`src/rtl/alu_pkg.sv`:
```
// alu_pkg: ALU control codes, main-decoder op encodings,
// iterative-unit FSM states and the shared combinational decoder.
package alu_pkg;

  typedef enum logic [4:0] {
    C_ADD  = 5'd0,
    C_SUB  = 5'd1,
    C_AND  = 5'd2,
    C_OR   = 5'd3,
    C_XOR  = 5'd4,
    C_NOR  = 5'd5,
    C_SLL  = 5'd6,
    C_SRL  = 5'd7,
    C_BEQ  = 5'd8,
    C_BNE  = 5'd9,
    C_BGE  = 5'd10,
    C_BGT  = 5'd11,
    C_BLE  = 5'd12,
    C_BLT  = 5'd13,
    C_P14  = 5'd14,
    C_P15  = 5'd15,
    C_MUL  = 5'd16,
    C_DIVU = 5'd17,
    C_NOP  = 5'd31
  } alu_code_t;

  localparam logic [3:0] OP_ADD   = 4'b0000;
  localparam logic [3:0] OP_SUB   = 4'b0001;
  localparam logic [3:0] OP_RTYPE = 4'b0010;
  localparam logic [3:0] OP_AND   = 4'b0011;
  localparam logic [3:0] OP_OR    = 4'b0100;
  localparam logic [3:0] OP_BEQ   = 4'b0101;
  localparam logic [3:0] OP_BNE   = 4'b0110;
  localparam logic [3:0] OP_BGE   = 4'b0111;
  localparam logic [3:0] OP_BGT   = 4'b1000;
  localparam logic [3:0] OP_BLE   = 4'b1001;
  localparam logic [3:0] OP_BLT   = 4'b1010;

  localparam logic [5:0] FN_MUL  = 6'h18;
  localparam logic [5:0] FN_DIVU = 6'h1A;

  typedef enum logic [1:0] {
    S_IDLE,
    S_ITER,
    S_DONE
  } state_t;

  typedef struct packed {
    alu_code_t code;
    logic      illegal;
  } dec_t;

  // Wide inputs so any ALUOP_W/FUNCT_W fits; nonzero upper bits are illegal.
  function automatic dec_t alu_decode(
    input logic [31:0] op,
    input logic [31:0] fn
  );
    dec_t d;
    logic op_ok;
    logic fn_ok;
    d = '{C_NOP, 1'b1};
    op_ok = (op[31:4] == '0);
    fn_ok = (fn[31:6] == '0);
    if (op_ok) begin
      unique case (op[3:0])
        OP_ADD: d = '{C_ADD, 1'b0};
        OP_SUB: d = '{C_SUB, 1'b0};
        OP_AND: d = '{C_AND, 1'b0};
        OP_OR:  d = '{C_OR,  1'b0};
        OP_BEQ: d = '{C_BEQ, 1'b0};
        OP_BNE: d = '{C_BNE, 1'b0};
        OP_BGE: d = '{C_BGE, 1'b0};
        OP_BGT: d = '{C_BGT, 1'b0};
        OP_BLE: d = '{C_BLE, 1'b0};
        OP_BLT: d = '{C_BLT, 1'b0};
        OP_RTYPE: begin
          if (fn_ok) begin
            unique case (fn[5:0])
              6'h00, 6'h01, 6'h02, 6'h03,
              6'h04, 6'h05, 6'h06, 6'h07,
              6'h0E, 6'h0F:
                d = '{alu_code_t'(fn[4:0]), 1'b0};
              FN_MUL:  d = '{C_MUL,  1'b0};
              FN_DIVU: d = '{C_DIVU, 1'b0};
              default: d = '{C_NOP,  1'b1};
            endcase
          end
        end
        default: d = '{C_NOP, 1'b1};
      endcase
    end
    return d;
  endfunction

endpackage

```
`src/rtl/mul_div_iter.sv`:
```
// mul_div_iter: one-bit-per-cycle unsigned shift-add multiplier
// and restoring divider sharing a single double-width register.
module mul_div_iter #(
  parameter int DATA_W = 32
) (
  input  logic              clk,
  input  logic              rst_n,
  input  logic              start,
  input  logic              is_div,
  input  logic [DATA_W-1:0] a,
  input  logic [DATA_W-1:0] b,
  output logic              done,
  output logic [DATA_W-1:0] lo,
  output logic [DATA_W-1:0] hi
);

  localparam int CW = $clog2(DATA_W);
  localparam logic [CW-1:0] LAST = CW'(DATA_W - 1);

  logic [2*DATA_W-1:0] p;
  logic [2*DATA_W-1:0] p_n;
  logic [DATA_W-1:0]   b_q;
  logic [CW-1:0]       cnt;
  logic                run;
  logic                div_q;
  logic [DATA_W:0]     sum;
  logic [DATA_W:0]     r_sh;
  logic [DATA_W:0]     diff;
  logic                ge;

  // Mul: p = {acc, multiplier}. Div: p = {remainder, quotient}.
  always_comb begin
    sum  = {1'b0, p[2*DATA_W-1:DATA_W]}
         + (p[0] ? {1'b0, b_q} : '0);
    r_sh = {p[2*DATA_W-1:DATA_W], p[DATA_W-1]};
    diff = r_sh - {1'b0, b_q};
    ge   = !diff[DATA_W];
    if (div_q) begin
      p_n = {(ge ? diff[DATA_W-1:0] : r_sh[DATA_W-1:0]),
             p[DATA_W-2:0], ge};
    end else begin
      p_n = {sum, p[DATA_W-1:1]};
    end
  end

  // Result is taken from p_n during the last iteration cycle.
  assign done = run && (cnt == LAST);
  assign lo   = p_n[DATA_W-1:0];
  assign hi   = p_n[2*DATA_W-1:DATA_W];

  always_ff @(posedge clk or negedge rst_n) begin
    if (!rst_n) begin
      p     <= '0;
      b_q   <= '0;
      cnt   <= '0;
      run   <= 1'b0;
      div_q <= 1'b0;
    end else if (start) begin
      p     <= {{DATA_W{1'b0}}, a};
      b_q   <= b;
      div_q <= is_div;
      cnt   <= '0;
      run   <= 1'b1;
    end else if (run) begin
      p   <= p_n;
      cnt <= cnt + CW'(1);
      if (done) run <= 1'b0;
    end
  end

endmodule

```
`src/rtl/alu_exec_ctrl.sv`:
```
// alu_exec_ctrl: ALU control decode with a valid/ready response
// stage and an iterative MUL/DIVU unit that stalls the pipeline.
module alu_exec_ctrl
  import alu_pkg::*;
#(
  parameter int DATA_W  = 32,
  parameter int CTRL_W  = 5,
  parameter int ALUOP_W = 4,
  parameter int FUNCT_W = 6
) (
  input  logic               clk,
  input  logic               rst_n,
  input  logic               in_valid,
  output logic               in_ready,
  input  logic [ALUOP_W-1:0] aluop,
  input  logic [FUNCT_W-1:0] funct,
  input  logic [DATA_W-1:0]  src_a,
  input  logic [DATA_W-1:0]  src_b,
  output logic               out_valid,
  input  logic               out_ready,
  output logic [CTRL_W-1:0]  alu_ctrl,
  output logic               illegal,
  output logic [DATA_W-1:0]  lo,
  output logic [DATA_W-1:0]  hi,
  output logic               busy
);

  localparam logic [CTRL_W-1:0] NOP_W = CTRL_W'(C_NOP);

  state_t            state;
  state_t            state_n;
  dec_t              dec;
  logic              acc;
  logic              is_iter;
  logic              done;
  logic [DATA_W-1:0] it_lo;
  logic [DATA_W-1:0] it_hi;

  assign dec      = alu_decode(32'(aluop), 32'(funct));
  assign is_iter  = (dec.code == C_MUL) || (dec.code == C_DIVU);
  assign in_ready = (state == S_IDLE) && (!out_valid || out_ready);
  assign acc      = in_valid && in_ready;
  assign busy     = (state != S_IDLE);

  mul_div_iter #(
    .DATA_W(DATA_W)
  ) u_iter (
    .clk    (clk),
    .rst_n  (rst_n),
    .start  (acc && is_iter),
    .is_div (dec.code == C_DIVU),
    .a      (src_a),
    .b      (src_b),
    .done   (done),
    .lo     (it_lo),
    .hi     (it_hi)
  );

  always_ff @(posedge clk or negedge rst_n) begin
    if (!rst_n) state <= S_IDLE;
    else        state <= state_n;
  end

  always_comb begin
    state_n = state;
    unique case (state)
      S_IDLE:  if (acc && is_iter) state_n = S_ITER;
      S_ITER:  if (done)           state_n = S_DONE;
      S_DONE:  if (out_ready)      state_n = S_IDLE;
      default: state_n = S_IDLE;
    endcase
  end

  // Acceptance only happens when no response is held, so loading here
  // never disturbs a stalled response.
  always_ff @(posedge clk or negedge rst_n) begin
    if (!rst_n) begin
      out_valid <= 1'b0;
      illegal   <= 1'b0;
      alu_ctrl  <= NOP_W;
      lo        <= '0;
      hi        <= '0;
    end else if (acc) begin
      out_valid <= !is_iter;
      alu_ctrl  <= CTRL_W'(dec.code);
      illegal   <= dec.illegal;
      lo        <= '0;
      hi        <= '0;
    end else if (state == S_ITER && done) begin
      out_valid <= 1'b1;
      lo        <= it_lo;
      hi        <= it_hi;
    end else if (out_valid && out_ready) begin
      out_valid <= 1'b0;
    end
  end

endmodule

```
`config.mk`:
```
export PLATFORM = sky130hd
export DESIGN_NAME = alu_exec_ctrl
export DESIGN_NICKNAME = d
export VERILOG_FILES = /design/src/rtl/alu_pkg.sv /design/src/rtl/mul_div_iter.sv /design/src/rtl/alu_exec_ctrl.sv
export SDC_FILE = /design/constraint.sdc
export NUM_CORES = 1
export LEC_CHECK = 0
export ABC_CLOCK_PERIOD_IN_PS = 3800
export BUFFER_PORTS_ARGS = -buffer_cell sky130_fd_sc_hd__buf_2
export CORE_MARGIN = 5
export CORE_UTILIZATION = 48
export CTS_BUF_LIST = sky130_fd_sc_hd__clkbuf_4 sky130_fd_sc_hd__clkbuf_8 sky130_fd_sc_hd__clkbuf_16
export CTS_CLUSTER_SIZE = 25
export DETAILED_ROUTE_END_ITERATION = 10
export PLACE_DENSITY = 0.72
export SETUP_SLACK_MARGIN = 0.15
export SLEW_MARGIN = 40
export SYNTH_ARGS = -nofsm -noshare
export SYNTH_HDL_FRONTEND = slang
export SYNTH_SLANG_ARGS = --single-unit
```
`constraint.sdc`:
```
create_clock -name clk -period 3.8 [get_ports clk]
set_clock_uncertainty 0.05 [all_clocks]
set_input_delay 0.19 -clock clk [delete_from_list [all_inputs] [get_ports clk]]
set_output_delay 0.19 -clock clk [all_outputs]
set_load 0.03 [all_outputs]
```
==> results.py <==
metrics = {
    "job": {
        "maxCapViolCount": 0,
    },
    "logic_synthesis": {
        "syn_inst": 1397,
        "syn-cell-area_um2": 11700,
        "ys_warn_count": 0,
        "syn_avg_cell_area_um2": 8.40,
        "synth-seq-cells": 176,
        "ys.flop_type": "dfrtp_1",
        "synth_nets": 1543,
        "seq_area_frac_synth_pct": 37.6,
        "async_flop_share_pct": 100,
        "synth_edf_count": 0,
        "synth_cell_types": 74,
    },
    "floorplan": {
        "core_area_um2": 24200,
        "die_h_um": 166,
        "die_w_um": 166,
        "io_pins": 151,
        "initial_core_util_pct": 48.5,
        "rows": 57,
        "die_area_um2": 27700,
    },
    "setup_path": {
        "criticalPathCategory": "flip-flop to flip-flop",
        "critical_path.max_fanout": 7,
        "setup.worst_path.end_class": "flip-flop",
        "r2r-end": "hi[23]$_DFFE_PN0P_",
        "arrival_ps": 3880,
        "cp-startpoint": "u_iter.p[31]$_DFFE_PN0P_",
        "r2r_cells": 16,
        "cp-start-kind": "flip-flop",
        "cp_data_required_time_ps": 4120,
        "r2r_start": "u_iter.p[31]$_DFFE_PN0P_",
        "reg2reg_slack_ps": 240,
    },
    "power": {
        "comb_power_share_pct": 64.9,
        "finalPower_mw": 13.8,
        "p_sw_share_pct": 48.5,
        "p_switching_mw": 6.68,
        "p_seq_share_pct": 21.5,
        "p_clk_share_pct": 13.7,
        "p_leak_nw": 6.81,
        "ir_drop_v": 0.000469,
        "p_per_area_nw_per_um2": 958,
        "intPower_mw": 7.11,
    },
    "timing": {
        "period_minus_slack_ps": 3560,
        "maxSlewViolCount": 0,
        "finalHoldViolCount": 0,
        "relSlewSlack_pct": 46.6,
        "max_freq_mhz": 281,
        "finalSetupViolCount": 0,
        "rsz0062_at_grt": "true",
        "setup_tns_ps": 0,
        "holdWs_ps": 97.7,
        "min_period_over_period_pct": 93.8,
        "tightestPinTransition_ps": 796,
    },
    "detailed_routing": {
        "wl_per_cell_um": 18.5,
        "vias_per_cell": 5.89,
        "vias": 11388,
        "first_pass_iters": 7,
        "wl_um": 35700,
        "drc": 0,
        "ant_nets": 0,
        "drtIter0Drc": 1118,
    },
    "final_layout": {
        "fin_util_pct": 59.6,
        "final_cell_mix": "dfrtp_1, nand2_1, o21ai_0, buf_2, a21oi_1",
        "final_area_um2": 14400,
        "multi_input_area_um2": 6900,
        "seqCellArea_um2": 4410,
        "nFillCells": 2123,
        "n_antenna_cell": 0,
        "final_common_cell": "dfrtp_1",
        "area_growth_pct": 22.7,
        "drive_above_1_share_pct": 18.0,
        "nets": 1742,
    },
    "clock_tree": {
        "htreeDepth": 4,
        "clock_path_buffers": 2,
        "cts_inserted_buffers": 17,
        "root_buffer": "clkbuf_16",
        "clk_latency_ps": 460,
        "cts_tree": "done",
        "clk_pin_slew_ps": 80,
        "cts_sinks": 176,
    },
    "placed_design": {
        "hpwl_um": 25200,
        "dpl_cell_area_um2": 12900,
        "io_buffers": 150,
        "place.gp.congestion": 0.929,
    },
    "outcome": {
        "outcome": "finished clean",
    },
    "min_path": {
        "hp-start": "aluop[2]",
        "hp-class": "input pin to flip-flop",
        "min_path_cells": 3,
        "whs_endpoint": "alu_ctrl[1]$_DFFE_PN1P_",
    },
    "global_route": {
        "grt_max_degree": 147,
        "track_usage_pct": 25.2,
        "grt_pass1_vias": 10873,
        "grt-ovfl-total": 0,
        "met2_usage_pct": 40.1,
        "antenna_found_initial": 0,
        "use_met1_pct": 35.3,
        "grt.busiest_layer": "met2",
        "grt_first_pass_wirelength_um": 57400,
        "use_met3_pct": 5.02,
    },
}
critical path, stage by stage, from the launching register on:
cell and delay [ps]:
dfrtp_1 400, inv_1 80, ha_2 190, inv_1 60, fa_2 380, a211oi_2 230, o21ai_2 100, o21a_2 240
o2111a_2 290, nor3_4 320, nor3_4 90, buf_12 150, buf_12 140, buf_4 140, mux2i_1 110, a211o_1 350
o21ai_1 160
power groups by stage:
stage	combinational (mW)	clock (mW)	sequential [mW]
after floorplan	6.16	0	2.81
after CTS	8.38	1.90	2.93
after global placement	8.01	0	2.96
after detailed placement	8.14	0	2.96
after global routing	9.75	1.99	3.01
final	8.95	1.88	2.96
sequential cells by signal, indices dropped and copies added (netlist names):
register      cells
u_iter.cnt        5
hi               32
out_valid         1
u_iter.run        1
alu_ctrl          5
illegal           1
lo               32
u_iter.p         64
u_iter.b_q       32
state             2
u_iter.div_q      1
routing by layer:
metal  vias to the layer above  routed length [µm]
li1                       5415                   -
met1                      5478               16000
met2                       439               16500
met3                        56                2580
met4                         0                 714
met5                         -                   0
cells by family (layout without fill, tap and decap cells):
| logic type | Yosys count | count (layout) | share of synthesized area, % |
|---|---|---|---|
| simple gates | 444 | 444 | 17.6 |
| fa+ha+maj | 68 | 68 | 7.38 |
| compound gates | 465 | 465 | 23.8 |
| flops | 176 | 176 | 37.6 |
| buf+inv | 134 | 346 | 4.49 |
| mux | 64 | 64 | 5.66 |
| xor+xnor | 46 | 46 | 3.43 |
synth_stat cells (5+ instances only):
cell type / n / area, µm²
dfrtp_1: 171 / 4280
nand2_1: 165 / 619
o21ai_0: 164 / 821
a21oi_1: 125 / 626
nor2_1: 95 / 357
clkbuf_1: 69 / 259
nand3_1: 67 / 335
ha_1: 66 / 826
inv_1: 50 / 188
mux2i_1: 47 / 470
and2_1: 34 / 213
a21o_1: 28 / 210
xor2_1: 24 / 210
xnor2_1: 22 / 193
o21ai_1: 20 / 100
mux2_2: 15 / 169
nor3_1: 14 / 70.1
o31ai_1: 14 / 105
nand4_1: 13 / 81.3
o211ai_1: 12 / 90.1
a211oi_1: 11 / 82.6
a31oi_1: 11 / 68.8
and3_1: 11 / 68.8
o21a_1: 11 / 82.6
buf_1: 7 / 26.3
nand2b_1: 7 / 43.8
nor2b_1: 7 / 43.8
o22ai_1: 7 / 43.8
a211o_1: 6 / 52.6
o21bai_1: 6 / 45.0
a21boi_0: 5 / 37.5
a41oi_1: 5 / 43.8
dfstp_2: 5 / 131
nand3b_1: 5 / 37.5
or2_2: 5 / 31.3
or3_1: 5 / 31.3
cell type report:
class / instances / share of cell area [%]
multi-input combinational: 1087 / 47.9
sequential: 176 / 30.7
clock buffer: 17 / 2.95
clock inverter: 15 / 1.47
timing repair buffer: 264 / 12.9
inverter: 50 / 1.31
tap: 324 / 2.82
per-stage QoR:
stage / instances / setup slack (ps)
floorplan: 1397 / 417
global placement: 1822 / 183
detailed placement: 1822 / 59.6
CTS: 1928 / 159
global route: 1933 / 124
finish: 1933 / 237
repair_timing:
action	CTS	global route
hold buffers	67	0
setup endpoints to repair	24	51
setup buffers	6	4
pin swaps	6	5
gates cloned	1	1
resized for setup	5	24
endpoints found under the hold margin	141	0
worst max path at each step:
| stage | end | slack (ps) | cells after the start |
|---|---|---|---|
| floorplan | hi[13]$_DFFE_PN0P_ | 420 | 14 |
| global placement | u_iter.p[36]$_DFFE_PN0P_ | 180 | 14 |
| detailed placement | hi[10]$_DFFE_PN0P_ | 60 | 14 |
| CTS | hi[10]$_DFFE_PN0P_ | 160 | 14 |
| global route | u_iter.p[35]$_DFFE_PN0P_ | 120 | 15 |
| finish | hi[23]$_DFFE_PN0P_ | 240 | 16 |
(Power assumes the default switching activity.)
